**src/rtl/cnt_core.sv**
```systemverilog
// Counter datapath: prescaled tick, one-shot / auto-reload terminal count, IDLE/RUN/DONE run-state FSM.
// Optional prescaler selected by `define CNT_CORE_PRESCALER_EN (otherwise tick every RUN cycle).
module cnt_core #(
  parameter int W       = 32,
  parameter int PRESC_W = 8
) (
  input  logic               clk_i,
  input  logic               rst_i,
  input  logic               cnt_en_i,
  input  logic               cnt_clr_i,
  input  logic [W-1:0]       cnt_thr_i,
  input  logic               mode_i,
  input  logic [PRESC_W-1:0] presc_i,
  output logic [W-1:0]       cnt_val_o,
  output logic               cnt_tc_o,
  output logic               busy_o
);

  localparam logic [1:0] S_IDLE = 2'd0;
  localparam logic [1:0] S_RUN  = 2'd1;
  localparam logic [1:0] S_DONE = 2'd2;

  logic [1:0] state;
  logic [1:0] state_nxt;
  logic       run;
  logic       tick;
  logic       terminal;

  assign run      = (state == S_RUN) && cnt_en_i;
  assign terminal = (cnt_val_o >= cnt_thr_i);

`ifdef CNT_CORE_PRESCALER_EN
  logic [PRESC_W-1:0] presc_q;

  // >= rather than == so a divisor lowered below the running prescaler wraps at once
  assign tick = run && (presc_q >= presc_i);

  always_ff @(posedge clk_i) begin
    if (rst_i || cnt_clr_i) begin
      presc_q <= '0;
    end else if (run) begin
      presc_q <= tick ? '0 : presc_q + 1'b1;
    end
  end
`else
  logic unused_presc;
  assign unused_presc = ^presc_i;
  assign tick         = run;
`endif

  always_comb begin
    state_nxt = state;
    if (cnt_clr_i) begin
      state_nxt = cnt_en_i ? S_RUN : S_IDLE;
    end else begin
      case (state)
        S_IDLE: if (cnt_en_i) state_nxt = S_RUN;
        S_RUN: begin
          if (!cnt_en_i)                         state_nxt = S_IDLE;
          else if (tick && terminal && !mode_i)  state_nxt = S_DONE;
        end
        S_DONE:  state_nxt = S_DONE;
        default: state_nxt = S_IDLE;
      endcase
    end
  end

  always_ff @(posedge clk_i) begin
    if (rst_i) begin
      state     <= S_IDLE;
      busy_o    <= 1'b0;
      cnt_val_o <= '0;
      cnt_tc_o  <= 1'b0;
    end else begin
      state  <= state_nxt;
      busy_o <= (state_nxt == S_RUN);
      if (cnt_clr_i) begin
        cnt_val_o <= '0;
        cnt_tc_o  <= 1'b0;
      end else begin
        cnt_tc_o <= tick && terminal;
        // one-shot terminal holds the value; reload only in auto-reload mode
        if (tick) begin
          if (!terminal)   cnt_val_o <= cnt_val_o + 1'b1;
          else if (mode_i) cnt_val_o <= '0;
        end
      end
    end
  end

endmodule

```
**config.mk**
```make
export PLATFORM = sky130hd
export DESIGN_NAME = cnt_core
export DESIGN_NICKNAME = d
export VERILOG_FILES = /design/src/rtl/cnt_core.sv
export SDC_FILE = /design/constraint.sdc
export NUM_CORES = 1
export LEC_CHECK = 0
export CORE_MARGIN = 2
export CORE_UTILIZATION = 31
export DETAILED_ROUTE_END_ITERATION = 7
export GPL_TIMING_DRIVEN = 0
export PLACE_DENSITY = 0.58
export SYNTH_ARGS = -nofsm -noshare
export SYNTH_HDL_FRONTEND = slang
export SYNTH_SLANG_ARGS = --single-unit
```
**constraint.sdc**
```tcl
create_clock -name clk_i -period 3.1 [get_ports clk_i]
set_clock_uncertainty 0.1 [all_clocks]
set_input_delay 0.31 -clock clk_i [delete_from_list [all_inputs] [get_ports clk_i]]
set_output_delay 0.31 -clock clk_i [all_outputs]
set_load 0.02 [all_outputs]
```
==> After elaboration in Yosys (flattened, before gate mapping) <==
Cells that the tools add are included.
{ "classes": {"order_cmp": 1, "eq_ne": 4, "reduce_logical": 7, "add_sub_neg": 1, "muxes": 8} }
{ "op_table": {"columns": ["op", "count"], "rows": [
  ["$mux W32", 2],
  ["$add A32 B1 Y32 const B", 1],
  ["$ge A32 B32 Y1", 1],
  ["$mux W2", 4],
  ["$pmux W2 S3", 1],
  ["$eq A2 B1 Y1 const B", 2],
  ["$logic_and A1 B1 Y1", 3],
  ["$eq A2 B2 Y1 const B", 1],
  ["$logic_not A2 Y1", 1],
  ["$ne A2 B2 Y1 const B", 1],
  ["$reduce_and A2 Y1", 1],
  ["$reduce_or A2 Y1", 1],
  ["$logic_not A1 Y1", 1],
  ["$mux W1", 1]
]} }
{ "totals": {"wordCells": 25, "inputBits": 45, "out_inout_bits": 34, "regBits": 36} }

==> Depth between registers and ports, before layout <==
{ "logic_depth": {"word_depth": 9, "depth_mapped": 11, "mapped_depth_nobuf": 9} }

==> Worst setup path after synthesis <==
Ideal clock, no wire load.
{ "synth_timing": {"path_type": "register to register", "start": "register cnt_val_o[2]", "end": "register cnt_val_o[5]", "synth_period_minus_slack_ps": 2511, "setup_ps": 70, "arrival_time_ps": 2341, "n_path_buf": 0, "path_stages_with_launch": 9, "required_time_ps": 2930, "path_slack_ps": 589, "cell_sequence": "dfxtp_1 > ha_1 > a211oi_1 > o21ai_1 > a41oi_1 > o31a_1 > o211ai_2 > or4b_1 > a21oi_1"} }
{ "synth_via": {"elab_chain_len": 3, "elab_cells_between_ends": 5, "classes_between": "add/sub: 1; order compare: 1; eq/ne: 1; mux: 1; reduce/logical: 1"} }
{ "synth_lines": {"columns": ["item", "line_no", "rtl"], "rows": [
  ["from (decl)", "14", "output logic [W-1:0] cnt_val_o,"],
  ["from (signal assigned)", "84", "if (!terminal) cnt_val_o <= cnt_val_o + 1'b1;"],
  ["$ge A32 B32 Y1", "30", "assign terminal = (cnt_val_o >= cnt_thr_i);"],
  ["$ne A2 B2 Y1 (no line)", null, null],
  ["$reduce_and A2 Y1 (no line)", null, null]
]} }
Several ways; a longest one is shown, not always the timed one.
A chain may end at the register's enable or synchronous reset.

==> Worst setup path in the final report <==
{ "layout_timing": {"start": "input cnt_thr_i[31]", "end": "register cnt_val_o[10]"} }
{ "layout_via": {"elab_chain_len": 3, "elab_cells_between_ends": 4, "classes_between": "order compare: 1; eq/ne: 1; mux: 1; reduce/logical: 1"} }
{ "layout_lines": {"columns": ["item", "line_no", "rtl"], "rows": [
  ["from (decl)", "11", "input logic [W-1:0] cnt_thr_i,"],
  ["$ge A32 B32 Y1 (*)", "30", null],
  ["$ne A2 B2 Y1 (no line)", null, null],
  ["$reduce_and A2 Y1 (no line)", null, null]
]} }
Mark *: on every way between the ends. The rest lies on a longest branch, timed or not.

==> flow_summary.json <==
{
  "run_status": "finished, final reports clean",
  "numCtsBuffers": 5,
  "clock-sinks": 36,
  "ys_ff_latch": 36,
  "htreeDepth": 2,
  "clockPowerShare_pct": 34.9,
  "crit_top_cell": "buf_2",
  "io_pins": 79,
  "synth_fp_nets": 406,
  "internal-power_mw": 0.668,
  "rows": 34,
  "holdPathStages": 2,
  "reg2reg_from": "cnt_val_o[0]",
  "worst_path_max_delay_cell": "nor4_1",
  "tns_ns": 0,
  "vias": 2591,
  "drtAntennaViolNets": 0,
  "p_sw_share_pct": 23.6,
  "path_buf_inv": 4,
  "power_frac_seq_pct": 53.2,
  "die_y_microns": 97.4,
  "rsz0062_at_grt": "no",
  "vias_per_cell": 5.07,
  "synthArstFlopShare_pct": 0,
  "antenna_found_initial": 0,
  "synth.top_cell.area_share_pct": 26.6,
  "synthMostInstantiatedCell": "inv_1",
  "fin_ws_ns": 0.205,
  "ys_warn_count": 0,
  "cts_tree": "done",
  "die-area_sq_um": 9490,
  "synthTopCellsByCount": "inv_1, dfxtp_1, ha_1",
  "cts_hold_buf": 0,
  "leakage_nw": 1.41,
  "syn_area_per_cell_sq_um": 8.25,
  "cts_root_buf": "clkbuf_8",
  "cp-end-kind": "register",
  "drt-wirelength-per-cell_microns": 13.6,
  "grt_pass1_vias": 2439,
  "postCtsSetupBuffers": 0,
  "cts-resized-gates": 0,
  "r2r_cells": 11,
  "first_iter_violations": 103,
  "drive_above_1_share_pct": 7.94,
  "max_slew_margin_pct": 54.7,
  "clk_latency_ns": 0.28,
  "drt_first_pass_iters": 4,
  "drcViolationCount": 0,
  "power_density_nw_per_um2": 242,
  "switchingPower_mw": 0.206,
  "whs_endpoint": "cnt_val_o[11]",
  "setup_viol": 0,
  "grt_max_degree": 11,
  "max_slew.worst_pin.slew_ns": 0.680,
  "antennaDiodeCount": 0,
  "fmax_mhz": 345,
  "grt_pass1_wl_microns": 11500,
  "period_share_pct": 93.4,
  "cap_violations": 0,
  "die-width_microns": 97.4,
  "syn_area_sq_um": 2710,
  "crit_fanout": 10,
  "cp_slowest_stage_delay_ns": 0.55,
  "min_period_ns": 2.89,
  "place_ws_ns": -0.110,
  "ys.flop_type": "dfxtp_1",
  "post-route-util_pct": 42.0,
  "hpwl_microns": 5470,
  "vdd_drop_max_mv": 0.129,
  "placed_cells": 506,
  "timing.hold.ws_ns": 0.433,
  "worstSetupPathType": "in2reg",
  "core-area_sq_um": 8590,
  "io_buffers": 70,
  "min-delay-start": "cnt_val_o[11]",
  "crit_chain": "clkdlybuf4s50_1 -> inv_1 -> ha_1 -> nand4_1 -> nor4_1 -> nor2b_1 -> buf_2 -> buf_2 -> a211oi_1 -> xnor2_1 -> nor2_1",
  "r2r_end": "cnt_val_o[19]",
  "grt.total_usage_pct": 14.4,
  "arrival_ns": 2.95,
  "wl_microns": 6940,
  "startpoint_type": "input port",
  "synth_area_leaders": "dfxtp_1, ha_1, xnor2_1",
  "clkSlewWorstSetupHoldPaths_ns": 0.07,
  "synth-edff-count": 0,
  "crit_required_ns": 3.16,
  "place_congestion": 0.794,
  "drv_slew": 0,
  "p_comb_share_pct": 11.9,
  "final_nets": 483,
  "crit_family": "buffers and inverters",
  "synth_top_cell_by_area": "dfxtp_1",
  "synth.distinct_cells": 51,
  "cts_buffer_depth": 2,
  "hold_path_class": "reg2reg",
  "stdcell_count": 511,
  "final-hold-violation-count": 0,
  "area_growth_pct": 33.4,
  "grt-ovfl-total": 0,
  "ys_seq_area_share_pct": 26.6,
  "synthesis.instances": 328,
  "start_util_pct": 31.5,
  "reg2reg_slack_ns": 0.31
}
-- worst reg2reg max path: stages (launching register included) --
cell     delay (ns)
dfxtp_1        0.43
inv_1          0.09
ha_1           0.28
nor2b_1        0.04
o21ai_1        0.17
a41oi_1        0.17
o31ai_1        0.36
a21oi_1        0.21
o21ai_1        0.21
buf_2          0.27
buf_2          0.28
nor2_1         0.08
-- sequential cells by signal, summed over array words and instances, names as in the netlist --
name	count
cnt_val_o	32
cnt_tc_o	1
state	2
busy_o	1
-- cell type report --
cell class / instances / area, sq um
Buffer: 9 / 45.0
Clock buffer: 5 / 68.8
Fill cell: 912 / 4980
Inverter: 40 / 150
Multi-Input combinational cell: 243 / 1790
Sequential cell: 36 / 721
Tap cell: 108 / 135
Timing Repair Buffer: 70 / 701
-- worst max path at each step --
stage	start	end	slack, ns	cells past startpoint
6_report	cnt_thr_i[31]	cnt_val_o[10]	0.21	11
5_1_grt	cnt_thr_i[31]	cnt_val_o[19]	0.02	11
4_1_cts	cnt_thr_i[31]	cnt_val_o[10]	0.17	11
3_5_place_dp	cnt_thr_i[31]	cnt_val_o[17]	-0.11	10
3_3_place_gp	cnt_thr_i[31]	cnt_val_o[17]	-0.08	10
2_1_floorplan	cnt_val_o[2]	cnt_val_o[5]	0.59	8
-- metal layers --
layer	wire (microns)	share of wire, %	track usage, %	vias to the layer above
met3	264	3.8	2.95	5
li1	-	-	-	1324
met5	0	0	0	-
met2	3380	49	24.5	43
met1	3260	47	19.2	1219
met4	27	0.39	2.24	0
-- metrics by stage --
step	cell area, sq um	power [mW]
final	3610	0.874
after global routing	3610	0.916
after CTS	3610	0.882
after detailed placement	3540	0.581
after global placement	3540	0.579
after floorplan	2710	0.518
-- layout by cell type, fill, tap and decap left out, types with 2 or more instances in the layout --
cell	n
nor2_1	25
nor3_1	3
nor2_2	3
nor4_1	2
a22oi_1	2
ha_1	33
xnor2_1	20
a211oi_1	12
nor3_4	2
nand4_1	14
nor2b_1	3
and3_1	6
or4_1	3
clkbuf_8	5
clkdlybuf4s50_1	70
o211a_1	2
o21ai_1	3
o21ai_0	13
a21oi_1	26
a2111oi_2	6
nand2_1	25
inv_1	40
dfxtp_1	36
o31ai_1	3
nand3_1	10
buf_2	6
or3_1	4
-- power by group through the flow --
stage | clock network, mW | logic, mW | registers, mW
finish | 0.305 | 0.104 | 0.465
global route | 0.333 | 0.118 | 0.465
CTS | 0.311 | 0.105 | 0.465
detailed placement | 0 | 0.105 | 0.476
global placement | 0 | 0.103 | 0.476
floorplan | 0 | 0.0414 | 0.477
-- kinds of logic (layout without fill, tap and decap cells) --
logic type | after synthesis | after routing | share of synthesized area, %
muxes | 1 | 1 | 0.370
and+or+nand+nor | 110 | 110 | 22.3
adders and majority gates | 33 | 33 | 15.3
AOI/OAI and AO/OA | 79 | 79 | 21.7
DFF | 36 | 36 | 26.6
buffers and inverters | 49 | 124 | 7.21
xor gates and xnor gates | 20 | 20 | 6.47
No activity file was read; power rests on OpenSTA's default activity.
